File: config.mk
export PLATFORM = sky130hd
export DESIGN_NAME = clk_gate_ctrl
export DESIGN_NICKNAME = d
export VERILOG_FILES = /design/src/rtl/clk_gate_pkg.sv /design/src/rtl/clk_gate_ctrl.sv
export SDC_FILE = /design/constraint.sdc
export NUM_CORES = 1
export LEC_CHECK = 0
export CAP_MARGIN = 25
export CELL_PAD_IN_SITES_DETAIL_PLACEMENT = 1
export CELL_PAD_IN_SITES_GLOBAL_PLACEMENT = 2
export CORE_MARGIN = 5
export CORE_UTILIZATION = 37
export CTS_BUF_LIST = sky130_fd_sc_hd__clkbuf_8
export DETAILED_ROUTE_END_ITERATION = 8
export PLACE_DENSITY_LB_ADDON = 0.1
export SLEW_MARGIN = 25
export SYNTH_ARGS = -nofsm -noshare
export SYNTH_HDL_FRONTEND = slang
export SYNTH_SLANG_ARGS = --single-unit
File: constraint.sdc
create_clock -name clk -period 3.2 [get_ports clk]
set_input_delay 0.32 -clock clk [delete_from_list [all_inputs] [get_ports clk]]
set_output_delay 0.32 -clock clk [all_outputs]
set_load 0.005 [all_outputs]
File: src/rtl/clk_gate_pkg.sv
// Shared types and defaults for the idle-detect clock-gating controller.
package clk_gate_pkg;

  // Controller states; IDLE and WAKE share the single down-counter.
  typedef enum logic [2:0] {
    CG_RUN,
    CG_IDLE,
    CG_DRAIN,
    CG_GATED,
    CG_WAKE
  } cg_state_e;

  // Default idle and wake windows, in clk cycles.
  localparam int unsigned CG_IDLE_CYCLES_DEF = 16;
  localparam int unsigned CG_WAKE_CYCLES_DEF = 2;

endpackage : clk_gate_pkg

File: src/rtl/clk_gate_ctrl.sv
// Idle-detect clock-gating controller: counts idle cycles, runs a sleep
// handshake with the domain, drops the ICG enable, and re-enables it on a
// wake request, acknowledging once the clock has run for WAKE_CYCLES.
module clk_gate_ctrl
  import clk_gate_pkg::*;
#(
  parameter int unsigned IDLE_CYCLES = CG_IDLE_CYCLES_DEF,
  parameter int unsigned WAKE_CYCLES = CG_WAKE_CYCLES_DEF,
  parameter int unsigned CNT_W =
    $clog2((IDLE_CYCLES > WAKE_CYCLES) ? IDLE_CYCLES : WAKE_CYCLES) + 1
) (
  input  logic clk,
  input  logic rst_n,
  input  logic busy,
  input  logic force_on,
  input  logic wake_req,
  output logic wake_ack,
  output logic sleep_req,
  input  logic sleep_ack,
  output logic icg_en,
  output logic gated
);

  // Both windows must be at least one cycle long.
  if (IDLE_CYCLES < 1) begin : g_bad_idle
    $error("clk_gate_ctrl: IDLE_CYCLES must be >= 1");
  end
  if (WAKE_CYCLES < 1) begin : g_bad_wake
    $error("clk_gate_ctrl: WAKE_CYCLES must be >= 1");
  end

  localparam logic [CNT_W-1:0] IDLE_LOAD = CNT_W'(IDLE_CYCLES - 1);
  localparam logic [CNT_W-1:0] WAKE_LOAD = CNT_W'(WAKE_CYCLES - 1);

  cg_state_e        state_q, state_d;
  logic [CNT_W-1:0] cnt_q, cnt_d;
  logic             icg_en_q, icg_en_d;
  logic             sleep_req_q, sleep_req_d;
  logic             wake_ack_q, wake_ack_d;
  logic             gated_q, gated_d;

  // Any activity, override or wake request aborts the sleep sequence.
  logic hold;
  assign hold = busy | force_on | wake_req;

  // State, counter and registered outputs; reset leaves the clock running.
  always_ff @(posedge clk or negedge rst_n) begin
    if (!rst_n) begin
      state_q     <= CG_RUN;
      cnt_q       <= '0;
      icg_en_q    <= 1'b1;
      sleep_req_q <= 1'b0;
      wake_ack_q  <= 1'b0;
      gated_q     <= 1'b0;
    end else begin
      // NOTE: non-blocking here so every flop samples the pre-edge values of
      // its inputs, independent of statement order.
      state_q     <= state_d;
      cnt_q       <= cnt_d;
      icg_en_q    <= icg_en_d;
      sleep_req_q <= sleep_req_d;
      wake_ack_q  <= wake_ack_d;
      gated_q     <= gated_d;
    end
  end

  // Next-state and shared down-counter update.
  always_comb begin
    // NOTE: defaults first so every path assigns every signal; a missing
    // assignment here would otherwise infer a latch.
    state_d = state_q;
    cnt_d   = cnt_q;
    unique case (state_q)
      CG_RUN: begin
        if (!hold) begin
          state_d = CG_IDLE;
          cnt_d   = IDLE_LOAD;
        end
      end
      CG_IDLE: begin
        if (hold) begin
          state_d = CG_RUN;
        end else if (cnt_q == '0) begin
          state_d = CG_DRAIN;
        end else begin
          cnt_d = cnt_q - 1'b1;
        end
      end
      CG_DRAIN: begin
        // An abort wins over a simultaneous quiesce acknowledge.
        if (hold) begin
          state_d = CG_RUN;
        end else if (sleep_ack) begin
          state_d = CG_GATED;
        end
      end
      CG_GATED: begin
        // busy is meaningless while the domain clock is stopped.
        if (force_on | wake_req) begin
          state_d = CG_WAKE;
          cnt_d   = WAKE_LOAD;
        end
      end
      CG_WAKE: begin
        // Let the clock settle for the full window regardless of inputs.
        if (cnt_q == '0) begin
          state_d = CG_RUN;
        end else begin
          cnt_d = cnt_q - 1'b1;
        end
      end
      default: begin
        state_d = CG_RUN;
        cnt_d   = '0;
      end
    endcase
  end

  // Output values decoded from the next state so the outputs are registered
  // yet change on the same edge as the state.
  always_comb begin
    icg_en_d    = (state_d != CG_GATED);
    gated_d     = (state_d == CG_GATED);
    sleep_req_d = (state_d == CG_DRAIN) || (state_d == CG_GATED);
    wake_ack_d  = wake_req && (state_d == CG_RUN);
  end

  assign icg_en    = icg_en_q;
  assign sleep_req = sleep_req_q;
  assign wake_ack  = wake_ack_q;
  assign gated     = gated_q;

endmodule : clk_gate_ctrl
==> flow_summary.ini <==
[outcome]
outcome = completed

[detailed_routing]
finalWirelength_mm = 1.68
final_antenna_net_count = 0
drtPass1Iterations = 4
drc = 0
detailroute.via_count = 619
wl_per_cell_um = 14.9
detailedRoute.firstIterationViolations = 14
detail_route.vias_per_cell = 5.48

[floorplanning]
floorplan_die_area_sq_um = 3010
rows = 16
chipWidth_um = 54.9
io-pin-count = 10
placeableCoreArea_sq_um = 1940
floorplan.initialDensity_pct = 38.4
die_y_um = 54.9

[timing]
final_cycle_share_pct = 62.3
rsz0062_at_grt = false
fmax_mhz = 502
finalSetupTns_ns = 0
setup_viol_count_final = 0
hold_ws_ns = 0.447
report.final.slew_viol_count = 0
timing.slew.headroom_pct = 61.8
worst_clock_skew_ns = 0.00151
period_needed_ns = 1.99
timing.final.ws_setup_ns = 1.21
hold_viol_final = 0
worstMarginPinSlew_ns = 0.571

[clocking]
ctsHtreeMaxLevel = 1
clkSlewWorstSetupHoldPaths_ns = 0.05
clk_root_buffer_cell = sky130_fd_sc_hd__clkbuf_8
clk_latency_ns = 0.24
cts-resized-gates = 0
cts.hold.buffers_added = 0
cts.repair_timing.setup_buffer_count = 0
clock_tree_from_tritoncts = yes
clock_path_buffers = 2
numClockSinks = 12
cts_made_buffers = 3

[synth]
count_of_cell_types_in_the_netlist = 34
synth_enable_flop_cells = 0
synth_top_area_share_pct = 36.9
cell_accounting_for_the_most_synthesized_area = sky130_fd_sc_hd__dfrtp_1
syn-instance-count = 76
synth_commonest_cells = sky130_fd_sc_hd__dfrtp_1, sky130_fd_sc_hd__inv_1, sky130_fd_sc_hd__nand2_1
ys_ff_latch = 12
seq_total_area_yosys_pct = 40.4
netlist_area_sq_um = 746
mappedNetlistNets = 84
post-synth-top-count-cell = sky130_fd_sc_hd__dfrtp_1
yosys_warnings = 0
synth.avg_cell_area_sq_um = 9.81
ys_async_sr_fraction_pct = 100
synth_top_flop_cell = sky130_fd_sc_hd__dfrtp_1
largest_cells_by_area_after_synthesis = sky130_fd_sc_hd__dfrtp_1, sky130_fd_sc_hd__dfstp_2, sky130_fd_sc_hd__a211o_1

[critical_path]
required_ns = 3.36
regToRegStartpoint = cnt_q[0]
timing.critical_path.from_type = flip-flop
timing.setup.critical_path_class = reg2reg
worstReg2RegEnd = cnt_q[4]
path_max_fanout = 7
setup.worst_path.end_class = flip-flop
ff2ff_setup_slack_ns = 1.21
worst_r2r_path_depth = 6
worst-endpoint-arrival_ns = 2.15

[pwr]
power.leakage_nw = 0.353
peakVddDrop_v = 0.000334
p_per_area_nw_per_um2 = 436

[grt]
grt_first_pass_wirelength_mm = 2.90
track_usage_pct = 13.7
grt_antenna_before_repair = 0
number_of_global_route_vias_before_repair = 628
grt_overflow = 0
largest_net_degree_at_the_start_of_global_routing = 15

[final_layout]
antenna-diode-count = 0
syn_to_final_growth_pct = 22.3
finalNetCount = 95
post_route_cells_drive_above_1_share_pct = 14.0

[place]
place.gp.congestion = 0.814
dp_hpwl_mm = 1.30
dp_slack_ns = 1.07
numPortBuffers = 9

[job]
number_of_max_cap_violations = 0

[worst_hold_path]
worst_hold_check_path_type = in2async
## power breakdown
part	internal [mW]	leakage (nW)	total, mW	switching (mW)
registers	0.164	0.142	0.178	0.0133
logic	0.0245	0.182	0.0542	0.0297
clock network	0.109	0.0288	0.166	0.0572
## flip-flops by register name, summed over array words and instances (netlist names)
register   cells
sleep_req      1
gated          1
icg_en         1
cnt_q          5
wake_ack       1
state_q        3
## how the worst max path moves through the flow
stage | from | end | slack, ns | depth (start not counted)
6_report | cnt_q[0] | cnt_q[4] | 1.21 | 6
5_1_grt | cnt_q[0] | cnt_q[2] | 1.09 | 6
3_5_place_dp | force_on | cnt_q[4] | 1.07 | 5
2_1_floorplan | cnt_q[0] | cnt_q[2] | 1.39 | 6
4_1_cts | cnt_q[0] | cnt_q[4] | 1.20 | 6
3_3_place_gp | force_on | cnt_q[3] | 1.12 | 5
## final cells by class
| type | instances | area, sq um |
|---|---|---|
| Multi-Input combinational cell | 55 | 409 |
| Timing Repair Buffer | 9 | 90.1 |
| Inverter | 6 | 22.5 |
| Fill cell | 226 | 1030 |
| Clock buffer | 4 | 55.1 |
| Sequential cell | 12 | 302 |
| Tap cell | 27 | 33.8 |
## per-layer routing
layer  GRT usage (%)  wire, um  up-vias
met4            7.29         7        0
met2            19.3       755        5
li1                -         -      305
met3            3.22        36        2
met5               0         0        -
met1            19.3       880      307
## kinds of logic after synthesis
family                     Yosys count  share of synthesized area (%)
buffers and inverters                9                           4.70
and+or+nand+nor                     25                           19.1
adders and majority gates            2                           3.36
muxes                                2                           2.68
DFF                                 12                           40.4
AOI/OAI and AO/OA                   26                           29.7
## cells in the final DEF, fill, tap and decap left out, drive strengths merged, types with 2 or more instances in the layout
cell type / instances
or3: 2
mux2i: 2
a22o: 2
nor2: 5
ha: 2
and2: 2
clkdlybuf4s50: 9
nor3: 3
dfrtp: 11
inv: 6
o21ai: 3
a21oi: 4
clkbuf: 4
a2111oi: 3
o211a: 2
nand2: 6
o21a: 3
a211o: 3
## through the flow
step,instances,util [%],instance area (sq um),power [mW]
final,113,47.0,912,0.398
after global routing,113,47.0,912,0.423
after CTS,113,47.0,912,0.405
after detailed placement,109,44.1,857,0.235
after global placement,109,44.1,857,0.234
after floorplan,76,-,746,0.212
## critical path: stages, from the launching register on
cell and delay [ns]:
sky130_fd_sc_hd__dfrtp_1 0.38, sky130_fd_sc_hd__inv_1 0.10, sky130_fd_sc_hd__ha_1 0.21, sky130_fd_sc_hd__nor4b_1 0.17, sky130_fd_sc_hd__a211o_1 0.37, sky130_fd_sc_hd__a2111oi_2 0.43, sky130_fd_sc_hd__mux2i_1 0.25
(Power assumes the default switching activity.)
==> RTL change: new RTL, same settings <==
`CG_WAKE_CYCLES_DEF`: 2 -> 4.
--- a/src/rtl/clk_gate_pkg.sv
+++ b/src/rtl/clk_gate_pkg.sv
@@ -13,5 +13,5 @@
   // Default idle and wake windows, in clk cycles.
   localparam int unsigned CG_IDLE_CYCLES_DEF = 16;
-  localparam int unsigned CG_WAKE_CYCLES_DEF = 2;
+  localparam int unsigned CG_WAKE_CYCLES_DEF = 4;
 
 endpackage : clk_gate_pkg
Function: same outputs for any inputs over 10 cycles, from zero or initial values and one cycle with rst_n low; that may be too few to reach the edited logic, so the function may still have changed.
==> RTL change against the unedited design <==
- core utilization grew 0.22 points
- total power increased by 0.68%
- setup slack improved by 0.10 ns
- area after synthesis up 3.0%
- critical endpoint is now gated$_DFF_PN0_
- design area increased by 1.5%
- synthesized cell count increased by 12%
- non-clock buffer count did not move
- routed wire length grew 13%
- sequential cell count stayed put
- count of clock-buffer cells in the layout did not move
==> RTL change: results <==
export IMPL_num_vias=638
export IMPL_grt_pass1_vias=661
export IMPL_drt_iter0_drc=9
export IMPL_synth_nets=93
export IMPL_track_usage_pct=13.6
export IMPL_worst_slew_pin_slew_ns=0.582
export IMPL_fillers=247
export IMPL_dpl_cell_area_um2=871
export IMPL_dpl_hpwl_um=1380
export IMPL_wl_um=1900
export IMPL_place_gp_congestion=0.757
export IMPL_finalNetCount=103
export IMPL_async_flop_share_pct=100
export IMPL_power_leakage_nw=0.381
export IMPL_grt_max_degree=18
export IMPL_synth_seq_area_share_pct=39.3
export IMPL_fin_skew_ns=0.0101
export IMPL_outcome="finished clean"
export IMPL_ir_worst_vdd_mv=0.244
export IMPL_synth_commonest_cells="dfrtp_1, nor2_1, nand2_1"
export IMPL_drive_gt1_share_pct=13.8
export IMPL_grt_pass1_wl_um=3210
export IMPL_ys_types=35
export IMPL_crit_fanout=5
export IMPL_arrival_ns=2.07
-- RTL change: cell families after synthesis --
logic type / synth area share [%]
fa+ha+maj: 3.26
mux: 3.26
buf+inv: 4.72
simple gates: 25.2
flops: 39.3
compound gates: 24.3
-- RTL change: power by group --
group          internal, W  leakage, nW  switching [W]
Sequential        0.000163        0.147      0.0000128
Combinational    0.0000252        0.205      0.0000291
Clock             0.000109       0.0288      0.0000619
Total             0.000297        0.381       0.000104
-- RTL change: cell type report --
class,count,area [µm²],share of cell area [%]
clock buffer,4,55.1,5.95
inverter,4,15.0,1.62
multi-input combinational,65,430,46.5
sequential,12,302,32.6
tap,27,33.8,3.65
timing repair buffer,9,90.1,9.73
-- RTL change: final timing paths --
kind	from	to	slack, ns	cells past startpoint
max	cnt_q[0]$_DFFE_PN0P_	gated$_DFF_PN0_	1.31	6
min	rst_n	cnt_q[0]$_DFFE_PN0P_	0.44	1
max reg2reg	cnt_q[0]$_DFFE_PN0P_	gated$_DFF_PN0_	1.31	6
min reg2reg	cnt_q[1]$_DFFE_PN0P_	cnt_q[1]$_DFFE_PN0P_	0.54	2
max in group asynchronous	rst_n	state_q[1]$_DFF_PN0_	2.37	1
min in group clk	cnt_q[1]$_DFFE_PN0P_	cnt_q[1]$_DFFE_PN0P_	0.54	2
-- RTL change: critical path, cell delays in order, from the launching register on --
cell,delay (ns)
dfrtp_1,0.43
inv_1,0.14
ha_1,0.19
nor4b_2,0.28
nand3_1,0.15
a211oi_1,0.44
and2_1,0.19
-- RTL change: per-layer routing --
metal | up-vias | wire, µm | GRT usage [%]
li1 | 322 | - | -
met1 | 305 | 1030 | 18.7
met2 | 7 | 788 | 19.3
met3 | 4 | 46 | 3.03
met4 | 0 | 31 | 8.33
met5 | - | 0 | 0
-- RTL change: metrics by stage --
| step | cells | total power, W | worst slack, ns |
|---|---|---|---|
| 2_1_floorplan | 85 | 0.000209 | 1.54 |
| 3_3_place_gp | 117 | 0.000232 | 1.13 |
| 3_5_place_dp | 117 | 0.000233 | 1.08 |
| 4_1_cts | 121 | 0.000407 | 1.25 |
| 5_1_grt | 121 | 0.000424 | 1.13 |
| 6_report | 121 | 0.000400 | 1.31 |
